===== src/rtl/bram_port_arbiter.sv =====
// ============================================================================
// Module      : bram_port_arbiter
// Description : Shares one BRAM port-b between a load/store unit (r0) and a
//               debug/loader port (r1); also sequences a memory clear via rstb.
//               Optional macro ARB_ROUND_ROBIN_EN selects round-robin on
//               contention (default: fixed priority, r0 wins).
// Revision    : 1.0 - initial release
// ============================================================================
`default_nettype none

module bram_port_arbiter #(
    parameter logic [31:0] ADDR_BASE    = 32'h00000600,
    parameter logic [31:0] ADDR_SPAN    = 32'd26624,
    parameter logic [7:0]  CLEAR_CYCLES = 8'd4
) (
    input  logic        clk,
    input  logic        reset,

    input  logic        r0_req_i,
    input  logic [31:0] r0_addr_i,
    input  logic        r0_we_i,
    input  logic [3:0]  r0_be_i,
    input  logic [31:0] r0_wdata_i,
    output logic        r0_gnt_o,
    output logic        r0_rvalid_o,
    output logic [31:0] r0_rdata_o,
    output logic        r0_err_o,

    input  logic        r1_req_i,
    input  logic [31:0] r1_addr_i,
    input  logic        r1_we_i,
    input  logic [3:0]  r1_be_i,
    input  logic [31:0] r1_wdata_i,
    output logic        r1_gnt_o,
    output logic        r1_rvalid_o,
    output logic [31:0] r1_rdata_o,
    output logic        r1_err_o,

    input  logic        clear_i,
    output logic        busy_o,

    output logic        mem_clkb,
    output logic        mem_enb,
    output logic        mem_rstb,
    output logic [3:0]  mem_web,
    output logic [31:0] mem_addrb,
    output logic [31:0] mem_dinb,
    input  logic [31:0] mem_doutb,
    input  logic        mem_rstb_busy
);

    typedef enum logic [0:0] {
        IDLE  = 1'b0,
        CLEAR = 1'b1
    } state_t;

    // 33-bit bounds so a window ending past 32'hFFFFFFFF cannot wrap
    localparam logic [32:0] c_addr_lo = {1'b0, ADDR_BASE};
    localparam logic [32:0] c_addr_hi = {1'b0, ADDR_BASE} + {1'b0, ADDR_SPAN};

    state_t      r_state;
    logic [7:0]  r_count;
    logic        r_busy;
    logic        r_rvalid0;
    logic        r_rvalid1;
    logic        r_err;
    logic [31:0] r_addr;
    logic [31:0] r_din;

    logic        w_can_grant;
    logic        w_gnt0;
    logic        w_gnt1;
    logic        w_any_gnt;
    logic        w_in_range;
    logic        w_issue;
    logic [31:0] w_sel_addr;
    logic [31:0] w_sel_wdata;
    logic [3:0]  w_sel_be;
    logic        w_sel_we;

    assign w_can_grant = !reset && (r_state == IDLE) && !mem_rstb_busy && !clear_i;

`ifdef ARB_ROUND_ROBIN_EN
    // r_ptr = 1 favours r1 on the next contended cycle
    logic r_ptr;

    assign w_gnt0 = w_can_grant && r0_req_i && (!r1_req_i || !r_ptr);
    assign w_gnt1 = w_can_grant && r1_req_i && (!r0_req_i ||  r_ptr);

    always_ff @(posedge clk) begin
        if (reset) begin
            r_ptr <= 1'b0;
        end else if (r0_req_i && r1_req_i && (w_gnt0 || w_gnt1)) begin
            r_ptr <= w_gnt0;
        end
    end
`else
    assign w_gnt0 = w_can_grant && r0_req_i;
    assign w_gnt1 = w_can_grant && r1_req_i && !r0_req_i;
`endif

    assign w_any_gnt   = w_gnt0 || w_gnt1;
    assign w_sel_addr  = w_gnt1 ? r1_addr_i  : r0_addr_i;
    assign w_sel_wdata = w_gnt1 ? r1_wdata_i : r0_wdata_i;
    assign w_sel_be    = w_gnt1 ? r1_be_i    : r0_be_i;
    assign w_sel_we    = w_gnt1 ? r1_we_i    : r0_we_i;

    assign w_in_range  = ({1'b0, w_sel_addr} >= c_addr_lo) &&
                         ({1'b0, w_sel_addr} <  c_addr_hi);
    assign w_issue     = w_any_gnt && w_in_range;

    assign r0_gnt_o  = w_gnt0;
    assign r1_gnt_o  = w_gnt1;

    assign mem_clkb  = clk;
    assign mem_enb   = w_issue;
    assign mem_web   = (w_issue && w_sel_we) ? w_sel_be : 4'b0000;
    assign mem_addrb = w_issue ? w_sel_addr  : r_addr;
    assign mem_dinb  = w_issue ? w_sel_wdata : r_din;
    assign mem_rstb  = r_busy;
    assign busy_o    = r_busy;

    always_ff @(posedge clk) begin
        if (reset) begin
            r_state <= IDLE;
            r_count <= 8'd0;
            r_busy  <= 1'b0;
        end else begin
            case (r_state)
                IDLE: begin
                    if (clear_i) begin
                        r_state <= CLEAR;
                        r_count <= CLEAR_CYCLES - 8'd1;
                        r_busy  <= 1'b1;
                    end
                end
                CLEAR: begin
                    if (r_count == 8'd0) begin
                        r_state <= IDLE;
                        r_busy  <= 1'b0;
                    end else begin
                        r_count <= r_count - 8'd1;
                    end
                end
                default: begin
                    r_state <= IDLE;
                    r_busy  <= 1'b0;
                end
            endcase
        end
    end

    always_ff @(posedge clk) begin
        if (reset) begin
            r_rvalid0 <= 1'b0;
            r_rvalid1 <= 1'b0;
            r_err     <= 1'b0;
            r_addr    <= 32'd0;
            r_din     <= 32'd0;
        end else begin
            r_rvalid0 <= w_gnt0;
            r_rvalid1 <= w_gnt1;
            r_err     <= w_any_gnt && !w_in_range;
            if (w_issue) begin
                r_addr <= w_sel_addr;
                r_din  <= w_sel_wdata;
            end
        end
    end

    // Masking with reset drops a response that falls due while reset is held
    assign r0_rvalid_o = r_rvalid0 && !reset;
    assign r1_rvalid_o = r_rvalid1 && !reset;
    assign r0_err_o    = r0_rvalid_o && r_err;
    assign r1_err_o    = r1_rvalid_o && r_err;
    assign r0_rdata_o  = (r0_rvalid_o && !r_err) ? mem_doutb : 32'd0;
    assign r1_rdata_o  = (r1_rvalid_o && !r_err) ? mem_doutb : 32'd0;

endmodule

`default_nettype wire


===== config.mk =====
export PLATFORM = sky130hd
export DESIGN_NAME = bram_port_arbiter
export DESIGN_NICKNAME = d
export VERILOG_FILES = /design/src/rtl/bram_port_arbiter.sv
export SDC_FILE = /design/constraint.sdc
export NUM_CORES = 1
export LEC_CHECK = 0
export ABC_CLOCK_PERIOD_IN_PS = 5950
export BUFFER_PORTS_ARGS = -buffer_cell sky130_fd_sc_hd__clkbuf_2
export CAP_MARGIN = 20
export CORE_AREA = 2 2 122 124
export DETAILED_ROUTE_END_ITERATION = 6
export DIE_AREA = 0 0 124 126
export GPL_ROUTABILITY_DRIVEN = 0
export PLACE_DENSITY = 0.68
export RECOVER_POWER = 100
export SLEW_MARGIN = 20
export SYNTH_ARGS = -nofsm -noshare
export SYNTH_HDL_FRONTEND = slang
export SYNTH_SLANG_ARGS = --single-unit
export TNS_END_PERCENT = 20

===== constraint.sdc =====
create_clock -name clk -period 5.95 [get_ports clk]
set_input_delay 0.8925 -clock clk [delete_from_list [all_inputs] [get_ports clk]]
set_output_delay 0.8925 -clock clk [all_outputs]
set_load 0.03 [all_outputs]

After elaboration in Yosys (flattened, before gate mapping)
Cells that the tools add are included.
{ "totals": {"regBits": 77, "inputBits": 176, "wordCells": 59, "out_inout_bits": 142} }
{ "classes": {"order_cmp": 2, "n_addsub": 1, "mux": 18, "n_reduce_logical": 26, "eq_ne": 3, "n_bitwise": 1} }
{ "op_table": {"columns": ["op", "count"], "rows": [
  ["$mux 32", 6],
  ["$ge 32x11->1 const B", 1],
  ["$lt 32x15->1 const B", 1],
  ["$logic_and 1x1->1", 16],
  ["$mux 8", 2],
  ["$pmux 8 s2", 1],
  ["$logic_not 8->1", 1],
  ["$mux 4", 2],
  ["$sub 8x1->8 const B", 1],
  ["$logic_not 1->1", 6],
  ["$mux 1", 5],
  ["$ne 2x2->1 const B", 2],
  ["$pmux 1 s2", 2],
  ["$reduce_and 2->1", 2],
  ["$ne 2x1->1 const B", 1],
  ["$logic_or 1x1->1", 1],
  ["$not 1->1", 1]
]} }

Longest topological paths before layout
{ "logic_depth": {"depth_word": 12, "mapped_depth": 9, "mapped_depth_nobuf": 7} }

==> results.cfg <==
[critical_path]
required_ns = 5.06
reg2reg_depth = 7
crit_path_start_kind = input pin
cpPeakStageDelay_ns = 0.86
reg2reg_setup_slack_ns = 2.62
slowest_stage = clkbuf_1
cp.buffers_inverters = 4
rr_endpoint = r_din[27]$_SDFF_PP0_
cp_data_arrival_time_ns = 4.11
cp_max_fo = 61
crit_chain = clkbuf_1 > nor4_1 > nand3b_1 > clkbuf_1 > o2111ai_1 > a22o_4 > inv_4 > mux2_1 > clkbuf_1
crit_path_frequent_cell = clkbuf_1
r2r-start = r_state$_SDFF_PP0_
cpLargestDelayFamily = buffers and inverters
endpoint_kind = output pin
critical_path_class = in2out

[clock_tree]
insertion_delay_ns = 0.34
cts-root-buf = clkbuf_16
clockBufferDepth = 2
cts_setup_buffers = 0
ctsHoldBuffers = 0
cts_tree = done
cts_resized = 0
path_clk_slew_ns = 0.06
cts_buffers = 9
htree_levels = 3

[global_route]
track_usage = 0.198
grt_pass1_wl_um = 23800
antenna_found_initial = 1
grt_pass1_vias = 4646
grt_overflow = 0
grt_max_degree = 75

[sta]
maxSlewViolCount = 0
worst_pin_slew_ns = 1.43
rsz0062_at_grt = false
fin_crit_sh = 0.840
min_period_ns = 5.00
fmax_mhz = 200
tns_ns = 0
final-setup-viol-count = 0
finalHoldViolCount = 0
relSlewSlack = 0.0448
timing.final.ws_setup_ns = 0.949
fin_worst_skew_ns = 0.00563

[yosys]
synth-edff-count = 0
synth_area_leaders = dfxtp_1 31%, mux2_1 13%, nor2_1 11%, and2_1 11%, mux2_4 9.0%
ys.flop_type = dfxtp_1
yosysSeqAreaShare = 0.308
synth.avg_cell_area_um2 = 8.42
ys_ff_latch = 77
ys_warn_count = 0
netlist.area_leader.share = 0.308
synth_most_common_cell = nor2_1
synth_area_um2 = 5010
synth_top_cell_by_area = dfxtp_1
synth_commonest_cells = 146 x nor2_1, 85 x and2_1, 77 x dfxtp_1, 56 x mux2_1, 49 x nor2b_1
synth_nets = 773
synth_cells = 595
async_reset_ff_frac = 0
synth_cell_types = 48

[floorplan]
initial_core_util = 0.350
die_h_um = 126
rows = 44
die_w_um = 124
io_pins = 318
core-area_um2 = 14300
die-area_um2 = 15600

[final_layout]
instances_no_fill = 1078
fin_nets = 1067
drive_gt1_frac = 0.292
syn_to_final_growth_pct = 34.7
final_util = 0.471

[detailed_routing]
via_per_inst = 4.73
wl_met1_um = 6220
met3WireLength_um = 1250
dr.pass1.iters = 4
routed_wl_um = 16000
postRouteAntennaNets = 0
vias = 5103
wl_per_cell_um = 14.8
drt_iter0_drc = 250
routed-wl-met2_um = 8080
drc_errors = 0
maxUsedRoutingLayer = met4

[power_and_ir_drop]
power_density_nw_per_um2 = 205
p_sw_frac = 0.252
power.share.clock = 0.468
p_seq_frac = 0.390
peakVddDrop_uv = 183
p_leak_nw = 3.33
combPwrFrac = 0.142
power.switching_w = 0.000349
p_int_w = 0.00104

[min_path]
min_to = r_din[31]$_SDFF_PP0_
min_path_cells = 2
hold_path.class = reg2reg
min_from = r_din[31]$_SDFF_PP0_

[place]
dp_cells = 1062
post-dp-hpwl_um = 12300
io_buffers = 317
post-place-ws_ns = 1.31

[run_status]
status = complete, no violations

[job]
drv_cap = 0
-- power groups by stage --
stage / Clock, W / Combinational (W) / Sequential [W]
final: 0.000648 / 0.000197 / 0.000540
after CTS: 0.000671 / 0.000200 / 0.000540
after global placement: 0.0000210 / 0.000196 / 0.000551
after floorplan: 0.0000252 / 0.000108 / 0.000550
after detailed placement: 0.0000210 / 0.000198 / 0.000551
after global routing: 0.000689 / 0.000221 / 0.000542
-- sequential cells by signal (all words and copies together) (netlist names) --
signal / count
r_din: 32
busy_o: 1
r_err: 1
r_count: 8
r_rvalid1: 1
r_rvalid0: 1
r_addr: 32
r_state: 1
-- routing by layer --
layer | vias to the layer above | track usage
li1 | 2564 | -
met3 | 30 | 0.0548
met5 | - | 0
met4 | 0 | 0.0687
met2 | 218 | 0.358
met1 | 2291 | 0.220
-- kinds of logic (layout without fill, tap and decap cells) --
group | count (synthesis) | in the layout | share of synthesized area
fa+ha+maj | 2 | 2 | 0.00500
other cells | 0 | 1 | 0
flops | 77 | 77 | 0.308
xor+xnor | 3 | 3 | 0.00525
mux | 90 | 90 | 0.224
simple gates | 333 | 333 | 0.344
buf+inv | 52 | 350 | 0.0585
compound gates | 38 | 38 | 0.0547
-- area by class of cell --
| type | instances | area, µm² |
|---|---|---|
| multi-input cells | 466 | 3060 |
| inverters | 11 | 43.8 |
| diodes | 1 | 2.50 |
| clock inverters | 4 | 95.1 |
| clock buffers | 12 | 246 |
| flip-flops and latches | 77 | 1540 |
| fillers | 1492 | 7570 |
| well taps | 184 | 230 |
| repair buffers | 323 | 1520 |
-- stage by stage --
step | hold slack, ns | total power [W] | cell area, µm²
floorplan | 0.440 | 0.000683 | 5010
global placement | 0.452 | 0.000768 | 6640
detailed placement | 0.452 | 0.000770 | 6640
CTS | 0.464 | 0.00141 | 6980
global route | 0.480 | 0.00145 | 6750
finish | 0.464 | 0.00139 | 6750
-- how the worst max path moves through the flow --
stage,start,to,slack (ns),depth (start not counted)
after floorplan,clk,mem_clkb,1.94,1
after global placement,r1_addr_i[31],mem_dinb[21],1.36,8
after detailed placement,r1_addr_i[31],mem_dinb[0],1.31,8
after CTS,r1_addr_i[31],mem_dinb[0],1.31,8
after global routing,reset,mem_dinb[27],0.71,9
final,reset,mem_dinb[25],0.95,9
-- cell usage in the layout (no fill, tap or decap), types with 2 or more instances in the layout --
cell type | Yosys | routed
and2_0 | 0 | 60
xor2_1 | 2 | 2
mux2i_1 | 2 | 2
nor3_1 | 4 | 4
o21ai_0 | 2 | 2
and2_1 | 85 | 25
mux2_2 | 2 | 2
a221oi_1 | 5 | 5
nor4_1 | 8 | 9
nor2_1 | 146 | 146
or4_1 | 2 | 2
nor3b_1 | 18 | 18
nand2_1 | 7 | 7
inv_1 | 9 | 9
bufinv_16 | 0 | 3
dfxtp_1 | 77 | 77
buf_4 | 5 | 3
a211oi_1 | 2 | 2
ha_1 | 2 | 2
nand3_1 | 8 | 8
clkbuf_1 | 17 | 84
nor2b_1 | 49 | 49
a22oi_1 | 7 | 7
a31oi_1 | 3 | 3
a21oi_1 | 8 | 8
mux2_1 | 56 | 86
a21boi_0 | 1 | 2
clkbuf_2 | 0 | 238
clkbuf_16 | 0 | 9
-- tightest hold or removal path: stages, from the launching register on --
cell and delay [ns]:
dfxtp_1 0.29, inv_1 0.06, a211oi_1 0.06
No activity file was read; power rests on OpenSTA's default activity.
